`src/rtl/beat_sequencer.sv`:
```
`default_nettype none
// ============================================================================
// Module      : beat_sequencer
// Description : Musical time base. Counts clock cycles into semiquavers
//               (SEMI_CYCLES each) and semiquavers into crotchets (4 each),
//               stepping through NUM_CROTCHETS crotchets once (LOOP=0) or
//               repeatedly (LOOP=1) under start/stop control. Each pulse is
//               asserted in the same cycle as the index value it announces.
// Ports       : clk            - system clock
//               rst_n          - synchronous active-low reset
//               start          - level; (re)starts from crotchet 0
//               stop           - level; returns to idle (wins over start)
//               vsync_pulse    - frame strobe (frame-sync build only)
//               crotchet       - current crotchet index
//               crotchet_pulse - one-cycle strobe on crotchet entry
//               semi           - semiquaver index within the crotchet
//               semi_pulse     - one-cycle strobe on semiquaver entry
//               phrase         - crotchet[6:3]
//               playing        - high while playing
//               done           - high after a non-looping run completes
// Options     : define BEAT_SEQUENCER_FRAME_SYNC_EN to hold every crotchet
//               boundary until the next vsync_pulse.
// Revision    : 1.0 - initial release
// ============================================================================
module beat_sequencer #(
  parameter int SEMI_CYCLES   = 5460000,
  parameter int NUM_CROTCHETS = 104,
  parameter int LOOP          = 1
) (
  input  logic       clk,
  input  logic       rst_n,
  input  logic       start,
  input  logic       stop,
`ifdef BEAT_SEQUENCER_FRAME_SYNC_EN
  input  logic       vsync_pulse,
`endif
  output logic [6:0] crotchet,
  output logic       crotchet_pulse,
  output logic [1:0] semi,
  output logic       semi_pulse,
  output logic [3:0] phrase,
  output logic       playing,
  output logic       done
);

  localparam int             TW            = $clog2(SEMI_CYCLES);
  localparam logic [TW-1:0]  TIMER_LAST    = TW'(SEMI_CYCLES - 1);
  localparam logic [6:0]     LAST_CROTCHET = 7'(NUM_CROTCHETS - 1);

  typedef enum logic [1:0] {
    S_IDLE = 2'd0,
    S_PLAY = 2'd1,
    S_DONE = 2'd2
  } state_t;

  state_t          state, state_nx;
  logic [TW-1:0]   timer, timer_nx;
  logic [6:0]      crotchet_nx;
  logic [1:0]      semi_nx;
  logic            crotchet_pulse_nx;
  logic            semi_pulse_nx;
  logic            boundary;   // last cycle of semiquaver 3
  logic            advance;    // crotchet advances on this edge
  logic            hold;       // waiting for a frame start
  logic            sync;       // frame start available this cycle

`ifdef BEAT_SEQUENCER_FRAME_SYNC_EN
  logic            pending, pending_nx;
  assign hold = pending;
  assign sync = vsync_pulse;
`else
  assign hold = 1'b0;
  assign sync = 1'b1;
`endif

  assign phrase   = crotchet[6:3];
  assign boundary = (timer == TIMER_LAST) && (semi == 2'd3);

  always_comb begin
    state_nx          = state;
    timer_nx          = timer;
    crotchet_nx       = crotchet;
    semi_nx           = semi;
    crotchet_pulse_nx = 1'b0;
    semi_pulse_nx     = 1'b0;
    advance           = 1'b0;

    if (stop) begin
      state_nx    = S_IDLE;
      timer_nx    = '0;
      crotchet_nx = '0;
      semi_nx     = '0;
    end else if (start) begin
      state_nx          = S_PLAY;
      timer_nx          = '0;
      crotchet_nx       = '0;
      semi_nx           = '0;
      crotchet_pulse_nx = 1'b1;
      semi_pulse_nx     = 1'b1;
    end else if (state == S_PLAY) begin
      if (hold) begin
        // Parked at semi 3 with the timer at zero until a frame starts.
        timer_nx = '0;
        advance  = sync;
      end else if (boundary) begin
        timer_nx = '0;
        advance  = sync;
      end else if (timer == TIMER_LAST) begin
        timer_nx      = '0;
        semi_nx       = semi + 2'd1;
        semi_pulse_nx = 1'b1;
      end else begin
        timer_nx = timer + 1'b1;
      end

      if (advance) begin
        timer_nx = '0;
        semi_nx  = '0;
        if ((crotchet == LAST_CROTCHET) && (LOOP == 0)) begin
          // Final crotchet index is held on display while done.
          state_nx = S_DONE;
        end else begin
          crotchet_nx       = (crotchet == LAST_CROTCHET) ? 7'd0 : crotchet + 7'd1;
          crotchet_pulse_nx = 1'b1;
          semi_pulse_nx     = 1'b1;
        end
      end
    end
  end

`ifdef BEAT_SEQUENCER_FRAME_SYNC_EN
  always_comb begin
    pending_nx = pending;
    if (stop || start || advance) begin
      pending_nx = 1'b0;
    end else if ((state == S_PLAY) && !pending && boundary) begin
      pending_nx = 1'b1;
    end
  end

  always_ff @(posedge clk) begin
    if (!rst_n) begin
      pending <= 1'b0;
    end else begin
      pending <= pending_nx;
    end
  end
`endif

  always_ff @(posedge clk) begin
    if (!rst_n) begin
      state          <= S_IDLE;
      timer          <= '0;
      crotchet       <= '0;
      semi           <= '0;
      crotchet_pulse <= 1'b0;
      semi_pulse     <= 1'b0;
      playing        <= 1'b0;
      done           <= 1'b0;
    end else begin
      state          <= state_nx;
      timer          <= timer_nx;
      crotchet       <= crotchet_nx;
      semi           <= semi_nx;
      crotchet_pulse <= crotchet_pulse_nx;
      semi_pulse     <= semi_pulse_nx;
      playing        <= (state_nx == S_PLAY);
      done           <= (state_nx == S_DONE);
    end
  end

endmodule
`default_nettype wire

```
`config.mk`:
```
export PLATFORM = sky130hd
export DESIGN_NAME = beat_sequencer
export DESIGN_NICKNAME = d
export VERILOG_FILES = /design/src/rtl/beat_sequencer.sv
export SDC_FILE = /design/constraint.sdc
export NUM_CORES = 1
export LEC_CHECK = 0
export ABC_AREA = 1
export BUFFER_PORTS_ARGS = -buffer_cell sky130_fd_sc_hd__buf_4
export CORE_ASPECT_RATIO = 0.8
export CORE_MARGIN = 5
export CORE_UTILIZATION = 45
export CTS_CLUSTER_DIAMETER = 120
export DETAILED_ROUTE_END_ITERATION = 8
export GPL_TIMING_DRIVEN = 1
export PLACE_DENSITY = 0.67
export SYNTH_ARGS = -nofsm -noshare
export SYNTH_HDL_FRONTEND = slang
export SYNTH_SLANG_ARGS = --single-unit
```
`constraint.sdc`:
```
create_clock -name clk -period 1.5 [get_ports clk]
set_clock_uncertainty 0.1 [all_clocks]
set_input_delay 0.15 -clock clk [delete_from_list [all_inputs] [get_ports clk]]
set_output_delay 0.15 -clock clk [all_outputs]
set_load 0.03 [all_outputs]
```
==> results of run 1 <==
-- metrics by stage --
step / setup slack (ps) / hold WS, ps / total power, mW / cell area [um^2] / instances
after global placement: -25.5 / 274 / 1.12 / 2560 / 422
after global routing: -138 / 21.7 / 2.27 / 3010 / 442
after CTS: -36.9 / 12.4 / 2.19 / 2760 / 432
final: -38.6 / 17.0 / 2.19 / 3010 / 442
after detailed placement: -50.8 / 280 / 1.12 / 2560 / 422
after floorplan: 11.8 / 166 / 1.08 / 2150 / 320
-- layer usage --
metal  global-route usage  vias up  routed length (um)
met5                    0        -                   0
met4               0.0681        0                  80
met3               0.0345        8                 148
met2                0.261       22                2410
met1                0.227      952                2460
li1                     -     1112                   -
-- repair_timing --
item                                    in CTS  in global routing
endpoints found under the setup margin      20                 29
hold buffers                                 1                  0
endpoints found under the hold margin        1                  0
setup buffers                                1                 10
gates resized for setup                     12                 53
pin swaps                                   13                 24
-- synthesized netlist by cell type --
| master | number | area (um^2) |
|---|---|---|
| buf_4 | 4 | 30.0 |
| nor2_4 | 7 | 78.8 |
| nand2_4 | 4 | 45.0 |
| nand2_2 | 3 | 18.8 |
| nor2_1 | 61 | 229 |
| nor3_2 | 1 | 10.0 |
| nand3_4 | 1 | 17.5 |
| nand4_2 | 1 | 12.5 |
| nand4_1 | 4 | 25.0 |
| nor3_4 | 1 | 16.3 |
| a21oi_1 | 8 | 40.0 |
| buf_2 | 1 | 5.00 |
| nand2_1 | 72 | 270 |
| o21a_1 | 1 | 7.51 |
| inv_4 | 1 | 6.26 |
| clkbuf_1 | 1 | 3.75 |
| xor2_1 | 4 | 35.0 |
| a211oi_1 | 4 | 30.0 |
| nand3_2 | 1 | 10.0 |
| o22ai_1 | 1 | 6.26 |
| inv_1 | 47 | 176 |
| inv_2 | 7 | 26.3 |
| nand3_1 | 19 | 95.1 |
| nor3b_2 | 1 | 12.5 |
| nor3_1 | 17 | 85.1 |
| ha_1 | 3 | 37.5 |
| dfxtp_1 | 38 | 761 |
| nor2_8 | 1 | 20.0 |
| nor2_2 | 3 | 18.8 |
| a31oi_1 | 1 | 6.26 |
| o21ai_1 | 2 | 10.0 |
-- registers in the layout, summed over array words and instances, names as in the netlist --
register,flops
state,2
semi,2
done,1
crotchet,7
playing,1
semi_pulse,1
crotchet_pulse,1
timer,23
-- logic make-up after synthesis --
group,count (synthesis)
compound gates,17
buf+inv,61
fa+ha+maj,3
flops,38
xor+xnor,4
simple gates,197
-- how the worst max path moves through the flow --
| stage | from | slack (ps) | to | cells after the start |
|---|---|---|---|---|
| floorplan | timer[0] | 10 | timer[16] | 10 |
| global placement | timer[1] | -30 | timer[20] | 9 |
| detailed placement | timer[1] | -50 | crotchet[0] | 10 |
| CTS | timer[0] | -40 | crotchet[3] | 10 |
| global route | timer[15] | -140 | crotchet[1] | 9 |
| finish | timer[21] | -40 | crotchet[3] | 10 |
-- worst register-to-register path: cells and delay by family (launching register included) --
family	cells	cell delay, ps
buffers and inverters	1	90
flip-flops	1	330
AND/OR/NAND/NOR	9	930
-- layout make-up --
| class | count | area, um^2 |
|---|---|---|
| multi-input combinational | 221 | 1310 |
| fill | 391 | 1590 |
| inverter | 55 | 215 |
| sequential | 38 | 787 |
| clock buffer | 5 | 68.8 |
| tap | 60 | 75.1 |
| timing repair buffer | 60 | 482 |
| clock inverter | 3 | 68.8 |
-- power groups by stage --
stage	sequential [mW]	clock [mW]	combinational [mW]
after floorplan	1.05	0	0.0355
after detailed placement	1.04	0	0.0816
after global routing	1.01	1.14	0.110
after CTS	1.02	1.09	0.0867
final	1.01	1.07	0.103
after global placement	1.04	0	0.0811
==> flow_metrics.py, run 1 <==
metrics = {
    "sta": {
        "finalSetupViolations": 3,
        "max_freq_mhz": 650,
        "slew_headroom": 0.837,
        "post-route-period-util": 1.03,
        "hold_violations": 0,
        "final_max_slew_viol_count": 0,
        "rsz0062_at_grt": "yes",
        "post-route-min-period_ps": 1540,
        "worst_pin_slew_ps": 243,
        "worst_slack_ps": -38.6,
        "setup_tns_ps": -58.2,
    },
    "global_routing": {
        "grt_start_max_net_pins": 14,
        "antenna_found_initial": 0,
        "grt_overflow_total": 0,
        "grt_pass1_vias": 1843,
        "grt_usage": 0.168,
        "grt_pass1_wl_um": 8300,
    },
    "worst_setup_path": {
        "cp.required_ps": 1610,
        "cpPeakStageDelay_ps": 330,
        "setup.worst_path.start_class": "flop",
        "reg2reg_to": "crotchet[3]",
        "cp_common_cell": "nand2_1",
        "critPathCaptureType": "flop",
        "r2r-start": "timer[21]",
        "critPathKind": "reg2reg",
        "crit_family": "simple AND/OR/NAND/NOR gates",
        "worstPathArrival_ps": 1650,
        "worst-r2r-cell-count": 10,
        "crit_fanout": 5,
        "cp_num_buf_inv": 1,
        "regToRegSetupSlack_ps": -40,
        "crit_slowest_cell": "dfxtp_1",
        "cp_cell_sequence": "inv_1, nand2_1, nor2_1, nand2_1, nor2_2, nand2_4, nor2_4, nand2_1, nand2_1, nor2_1",
    },
    "cells_and_area": {
        "finish.utilization": 0.655,
        "final_cell_mix": "65 x nand2_1, 55 x buf_4, 52 x nor2_1, 42 x inv_1, 19 x dfxtp_1",
        "syn_to_final_growth_pct": 40.2,
        "drive_gt1_frac": 0.406,
        "final_nets": 388,
        "final_common_cell": "nand2_1",
        "n_antenna_cell": 0,
    },
    "power": {
        "power.leakage_nw": 1.31,
        "p_comb_frac": 0.047,
        "p_seq_frac": 0.463,
        "internal-power_mw": 1.72,
        "p_sw_frac": 0.212,
        "ir_drop_uv": 605,
        "pwr-share-clk": 0.490,
        "p_sw_mw": 0.465,
        "p_per_area_mw_per_mm2": 727,
    },
    "routing": {
        "dr.pass1.iters": 4,
        "totalWireLength_um": 5100,
        "drt.antenna.violating_nets": 0,
        "drtIter0Drc": 143,
        "drcViolationCount": 0,
        "wl_per_cell_um": 11.5,
        "viasPerCell": 4.74,
        "vias": 2094,
    },
    "synthesis": {
        "synth-compound-area-share": 0.0466,
        "netlist_instances": 320,
        "syn_area_mm2": 0.00215,
        "ys_types": 31,
        "synth_seq_cells": 38,
        "synthesis.nets": 327,
        "syn_area_per_cell_um2": 6.71,
        "synth_mux_area_frac": 0,
        "synth_simple_gate_area_frac": 0.450,
        "synth_xor_area_frac": 0.0163,
        "synthAdderAreaFrac": 0.0175,
        "synth_top_family_by_area": "simple AND/OR/NAND/NOR gates",
        "yosysSeqAreaShare": 0.355,
        "yosysWarnings": 0,
    },
    "hold_path": {
        "min_path_type": "in2reg",
        "min_from": "stop",
        "hold-path-endpoint": "state[0]",
        "hold_depth": 4,
    },
    "clock_tree": {
        "cts_root_buf": "clkbuf_8",
        "clock-sinks": 38,
        "clock_path_buffers": 2,
        "cts-buffers-inserted": 5,
        "worstSkewPairLatency_ps": 300,
        "htree_num_levels": 2,
        "cts_tree": "yes",
        "clk_pin_slew_ps": 80,
    },
    "placement": {
        "port_buffers": 20,
        "gp_congestion": 0.837,
        "place_hpwl_um": 3660,
    },
    "run_status": {
        "status": "finished, violations left",
        "failed_checks": "setup timing",
    },
    "flow_run": {
        "maxCapViolations": 0,
    },
    "floorplan": {
        "ios": 21,
        "die_area_mm2": 0.00626,
        "start_util": 0.467,
        "rows": 22,
        "core_mm2": 0.00460,
        "die_x_um": 87.2,
        "die_h_um": 71.8,
    },
}
Note: power is estimated with default switching activity, not from simulation.
==> run 2, diff against run 1 <==
--- a/config.mk
+++ b/config.mk
@@ -13,7 +13,7 @@
 export CTS_CLUSTER_DIAMETER = 120
 export DETAILED_ROUTE_END_ITERATION = 8
 export GPL_TIMING_DRIVEN = 1
-export PLACE_DENSITY = 0.67
+export PLACE_DENSITY = 0.74
 export SYNTH_ARGS = -nofsm -noshare
 export SYNTH_HDL_FRONTEND = slang
 export SYNTH_SLANG_ARGS = --single-unit
==> run 2 against run 1 <==
  * The run still ends with setup timing left
  * Global-route usage is essentially flat
  * Die area is the same
  * Final area shrank 0.91%
  * Core utilization shrank 0.60 points
  * Total power shrank 0.81%
  * Largest power group unchanged
==> flow_metrics.py, run 2 (synthesis gave the netlist of run 1 again) <==
metrics = {
    "placement": {
        "port_buffers": 20,
        "gp_congestion": 0.831,
        "place_hpwl_um": 3710,
    },
    "clock_tree": {
        "worstSkewPairLatency_ps": 290,
        "htree_num_levels": 2,
        "clock_path_buffers": 2,
        "clk_pin_slew_ps": 80,
        "cts-buffers-inserted": 5,
        "clock-sinks": 38,
        "cts_tree": "yes",
        "cts_root_buf": "clkbuf_8",
    },
    "cells_and_area": {
        "drive_gt1_frac": 0.383,
        "final_cell_mix": "66 x nand2_1, 59 x buf_4, 53 x nor2_1, 44 x inv_1, 20 x dfxtp_1",
        "n_antenna_cell": 0,
        "regMostFlops": "timer",
        "largest_reg_flops": 23,
        "final_common_cell": "nand2_1",
        "syn_to_final_growth_pct": 39.0,
        "final_nets": 390,
        "largestRegisters": "timer: 23 flops, crotchet: 7 flops",
    },
    "worst_setup_path": {
        "crit_fanout": 4,
        "cpPeakStageDelay_ps": 370,
        "cp_num_buf_inv": 0,
        "r2r-start": "timer[3]",
        "worst-r2r-cell-count": 8,
        "critPathCaptureType": "flop",
        "worst-path-stages": 8,
        "cp.required_ps": 1590,
        "worstPathArrival_ps": 1630,
        "cp_cell_sequence": "nand2_4, nor2_4, nand2_4, nor2_4, nor3b_4, nand2_1, nand2_1, nor2_1",
        "crit_family": "simple AND/OR/NAND/NOR gates",
        "setup.worst_path.start_class": "flop",
        "critPathKind": "reg2reg",
        "crit_slowest_cell": "dfxtp_2",
        "regToRegSetupSlack_ps": -30,
        "reg2reg_to": "timer[20]",
    },
    "power": {
        "ir_drop_uv": 602,
        "p_per_area_mw_per_mm2": 728,
        "power.leakage_nw": 1.32,
    },
    "sta": {
        "rsz0062_at_grt": "yes",
        "worst_slack_ps": -33.5,
        "post-route-period-util": 1.02,
        "hold_violations": 0,
        "finalSetupViolations": 4,
        "slew_headroom": 0.759,
        "timing.hold.ws_ps": 57.1,
        "setup_tns_ps": -111,
        "worst_pin_slew_ps": 359,
        "max_freq_mhz": 652,
        "post-route-min-period_ps": 1530,
        "final_max_slew_viol_count": 0,
    },
    "floorplan": {
        "die_x_um": 87.2,
        "die_h_um": 71.8,
        "ios": 21,
        "start_util": 0.467,
        "die_area_mm2": 0.00626,
        "rows": 22,
        "core_mm2": 0.00460,
    },
    "routing": {
        "wl_per_cell_um": 12.3,
        "drt.antenna.violating_nets": 0,
        "drtIter0Drc": 153,
        "drcViolationCount": 0,
        "viasPerCell": 4.83,
        "totalWireLength_um": 5480,
        "dr.pass1.iters": 4,
        "vias": 2144,
    },
    "global_routing": {
        "grt_pass1_wl_um": 8450,
        "grt_start_max_net_pins": 14,
        "antenna_found_initial": 0,
        "grt_pass1_vias": 1956,
        "grt_overflow_total": 0,
        "grt_usage": 0.168,
    },
    "flow_run": {
        "maxCapViolations": 0,
    },
    "run_status": {
        "status": "finished, violations left",
        "failed_checks": "setup timing",
    },
    "hold_path": {
        "min_path_type": "in2reg",
        "hold-path-endpoint": "state[0]",
        "min_from": "stop",
        "hold_depth": 4,
    },
}
[run 2: changes by cell type in the layout (fill, tap and decap cells not counted), sizes merged]
cell | previous run | this run
dlymetal6s4s | 1 | 0
clkinvlp | 1 | 0
clkbuf | 6 | 5
inv | 54 | 55
dlygate4sd3 | 0 | 1
buf | 58 | 61
[run 2: report_power, final]
part	total, mW	switching, mW	internal [mW]
Combinational	0.0928	0.0541	0.0387
Sequential	1.02	0.00396	1.01
Clock	1.06	0.395	0.667
Total	2.17	0.454	1.72
[run 2: cell type report]
| class | instances | area [um^2] |
|---|---|---|
| inverter | 55 | 214 |
| clock buffer | 5 | 68.8 |
| sequential | 38 | 786 |
| tap | 60 | 75.1 |
| timing repair buffer | 62 | 484 |
| clock inverter | 3 | 68.8 |
| fill | 394 | 1620 |
| multi-input combinational | 221 | 1280 |
[run 2: worst min-delay path: stages]
cell,delay (ps)
buf_4,90
nor2_1,50
nand2_1,90
inv_1,40
[run 2: worst max-delay path by stage]
stage	start	end	slack (ps)
final	timer[3]	timer[20]	-30
after global routing	timer[3]	timer[20]	-170
after CTS	timer[0]	crotchet[1]	-10
after detailed placement	timer[1]	timer[16]	-50
after global placement	timer[1]	timer[20]	-20
after floorplan	timer[0]	timer[16]	10
[run 2: through the flow]
step	instances	setup WS (ps)	total power, mW	util	instance area, um^2
2_1_floorplan	320	11.8	1.08	-	2150
3_3_place_gp	422	-22.2	1.12	0.557	2560
3_5_place_dp	422	-53.2	1.12	0.557	2560
4_1_cts	433	-11.1	2.18	0.603	2770
5_1_grt	444	-172	2.25	0.649	2980
6_report	444	-33.5	2.17	0.649	2980
[run 2: per-layer routing]
layer  vias to the layer above  wire (um)  track usage
met5                         -          0            0
met4                         0        111       0.0477
met3                        11        257       0.0379
met2                        46       2660        0.265
met1                       972       2450        0.229
li1                       1115          -            -
[run 2: timing repair]
item	in CTS	in global routing
gates resized for setup	14	40
setup buffers	2	11
setup endpoints to repair	22	27
pin swaps	10	18
hold buffers	1	0
hold endpoints to repair	1	0
==> run 3, diff against run 2 <==
--- a/config.mk
+++ b/config.mk
@@ -9,11 +9,11 @@
 export BUFFER_PORTS_ARGS = -buffer_cell sky130_fd_sc_hd__buf_4
 export CORE_ASPECT_RATIO = 0.8
 export CORE_MARGIN = 5
-export CORE_UTILIZATION = 45
+export CORE_UTILIZATION = 40
 export CTS_CLUSTER_DIAMETER = 120
 export DETAILED_ROUTE_END_ITERATION = 8
 export GPL_TIMING_DRIVEN = 1
-export PLACE_DENSITY = 0.74
+export PLACE_DENSITY = 0.68
 export SYNTH_ARGS = -nofsm -noshare
 export SYNTH_HDL_FRONTEND = slang
 export SYNTH_SLANG_ARGS = --single-unit
==> run 3 against run 2 <==
  * The flow still finishes with violations (setup timing)
  * Total power decreased by 0.16%
  * Count of clock-buffer cells in the layout unchanged
  * Routed wire length decreased by 0.46%
  * Sequential cell count unchanged
  * Worst setup slack improved by 23 ps
  * Clock power about the same
  * First-iteration DRC count decreased by 25%
  * Critical path depth unchanged
  * Core utilization decreased by 5.9 points
  * Largest cell class unchanged
  * Highest routed layer unchanged
==> flow_metrics.py, run 3 (synthesis gave the netlist of run 1 again) <==
metrics = {
    "cells_and_area": {
        "largest_reg_flops": 23,
        "largestRegisters": "timer: 23 flops, crotchet: 7 flops",
        "syn_to_final_growth_pct": 39.9,
        "regMostFlops": "timer",
        "drive_gt1_frac": 0.397,
        "instances_no_fill": 442,
        "final_nets": 386,
        "final_common_cell": "nand2_1",
        "fillers": 467,
        "n_antenna_cell": 0,
        "finish.utilization": 0.590,
        "final_cell_mix": "66 x nand2_1, 53 x buf_4, 52 x nor2_1, 43 x inv_1, 19 x dfxtp_1",
    },
    "power": {
        "internal-power_mw": 1.71,
        "power.leakage_nw": 1.29,
        "p_per_area_mw_per_mm2": 722,
        "pwr-share-clk": 0.492,
        "ir_drop_uv": 589,
        "p_comb_frac": 0.041,
        "p_sw_mw": 0.456,
        "power_mw": 2.17,
        "p_sw_frac": 0.210,
        "p_seq_frac": 0.467,
    },
    "worst_setup_path": {
        "r2r-start": "timer[3]",
        "regToRegSetupSlack_ps": -10,
        "worstPathArrival_ps": 1600,
        "setup.worst_path.start_class": "flop",
        "critPathCaptureType": "flop",
        "cp.required_ps": 1590,
        "reg2reg_to": "timer[20]",
        "critPathKind": "reg2reg",
        "worst-r2r-cell-count": 8,
        "crit_fanout": 5,
    },
    "clock_tree": {
        "clock-sinks": 38,
        "cts_root_buf": "clkbuf_8",
        "clk_pin_slew_ps": 80,
        "cts_tree": "yes",
        "worstSkewPairLatency_ps": 290,
        "htree_num_levels": 2,
        "cts-buffers-inserted": 5,
        "clock_path_buffers": 2,
    },
    "sta": {
        "max_freq_mhz": 662,
        "worst_slack_ps": -10.8,
        "timing.hold.ws_ps": 21.6,
        "worst_pin_slew_ps": 382,
        "post-route-min-period_ps": 1510,
        "post-route-period-util": 1.01,
        "rsz0062_at_grt": "yes",
        "hold_violations": 0,
        "slew_headroom": 0.745,
        "finalSetupViolations": 5,
        "final_max_slew_viol_count": 0,
        "setup_tns_ps": -28.0,
    },
    "hold_path": {
        "hold-path-endpoint": "state[0]",
        "min_path_type": "in2reg",
        "hold_depth": 4,
        "min_from": "stop",
    },
    "routing": {
        "vias": 2095,
        "drtIter0Drc": 115,
        "drcViolationCount": 0,
        "dr.pass1.iters": 4,
        "drt.antenna.violating_nets": 0,
        "viasPerCell": 4.74,
        "totalWireLength_um": 5450,
        "wl_per_cell_um": 12.3,
    },
    "floorplan": {
        "core_mm2": 0.00509,
        "die_h_um": 75.5,
        "die_area_mm2": 0.00694,
        "die_x_um": 91.9,
        "rows": 23,
        "ios": 21,
        "start_util": 0.421,
    },
    "global_routing": {
        "grt_start_max_net_pins": 14,
        "grt_overflow_total": 0,
        "grt_pass1_wl_um": 8630,
        "grt_usage": 0.157,
        "grt_pass1_vias": 1913,
        "antenna_found_initial": 0,
    },
    "run_status": {
        "status": "finished, violations left",
        "failed_checks": "setup timing",
    },
    "placement": {
        "gp_congestion": 0.851,
        "place_hpwl_um": 3840,
        "port_buffers": 20,
        "place_inst": 424,
    },
    "flow_run": {
        "maxCapViolations": 0,
    },
}
[run 3: worst max path at each step]
stage | from | to | slack, ps | cells past startpoint
finish | timer[3] | timer[20] | -10 | 8
global route | timer[1] | timer[20] | -130 | 9
CTS | timer[1] | crotchet[3] | -40 | 10
detailed placement | timer[1] | crotchet[3] | -50 | 10
global placement | timer[1] | timer[20] | -30 | 9
floorplan | timer[0] | timer[16] | 10 | 10
[run 3: area by class of cell]
| cell class | instances | area, um^2 | area share |
|---|---|---|---|
| Multi-Input combinational cell | 221 | 1320 | 0.440 |
| Sequential cell | 38 | 790 | 0.263 |
| Timing Repair Buffer | 58 | 462 | 0.154 |
| Inverter | 55 | 216 | 0.0721 |
| Tap cell | 62 | 77.6 | 0.0258 |
| Clock buffer | 5 | 68.8 | 0.0229 |
| Clock inverter | 3 | 68.8 | 0.0229 |
[run 3: worst max-delay path, cell delays in order (launching register included)]
cell,delay [ps]
dfxtp_4,360
nand2_4,70
nor2_4,210
nand2_4,100
nor2_4,190
nor3b_4,220
nand2_1,70
nand2_1,60
nor2_1,30
[run 3: power by group through the flow]
stage | registers, mW | clock network [mW] | logic (mW)
final | 1.01 | 1.07 | 0.0892
after global placement | 1.04 | 0 | 0.0805
after CTS | 1.02 | 1.09 | 0.0852
after detailed placement | 1.04 | 0 | 0.0813
after global routing | 1.01 | 1.13 | 0.0967
after floorplan | 1.05 | 0 | 0.0355
[run 3: repair_timing]
action	CTS	global route
setup buffers	5	4
hold buffers	1	0
gates resized for setup	17	50
pin swaps	14	20
setup endpoints to repair	23	29
endpoints found under the hold margin	1	0
[run 3: metal layers]
| layer | share of wire | GRT usage | vias to the layer above |
|---|---|---|---|
| met5 | 0 | 0 | - |
| met4 | 0.011 | 0.0577 | 0 |
| met3 | 0.037 | 0.0375 | 6 |
| met2 | 0.46 | 0.250 | 43 |
| met1 | 0.49 | 0.210 | 940 |
| li1 | - | - | 1106 |
[run 3: stage by stage]
stage          area [um^2]  worst slack (ps)
3_3_place_gp          2560             -25.7
2_1_floorplan         2150              11.8
4_1_cts               2810             -39.0
5_1_grt               3000              -131
6_report              3000             -10.8
3_5_place_dp          2560             -47.5
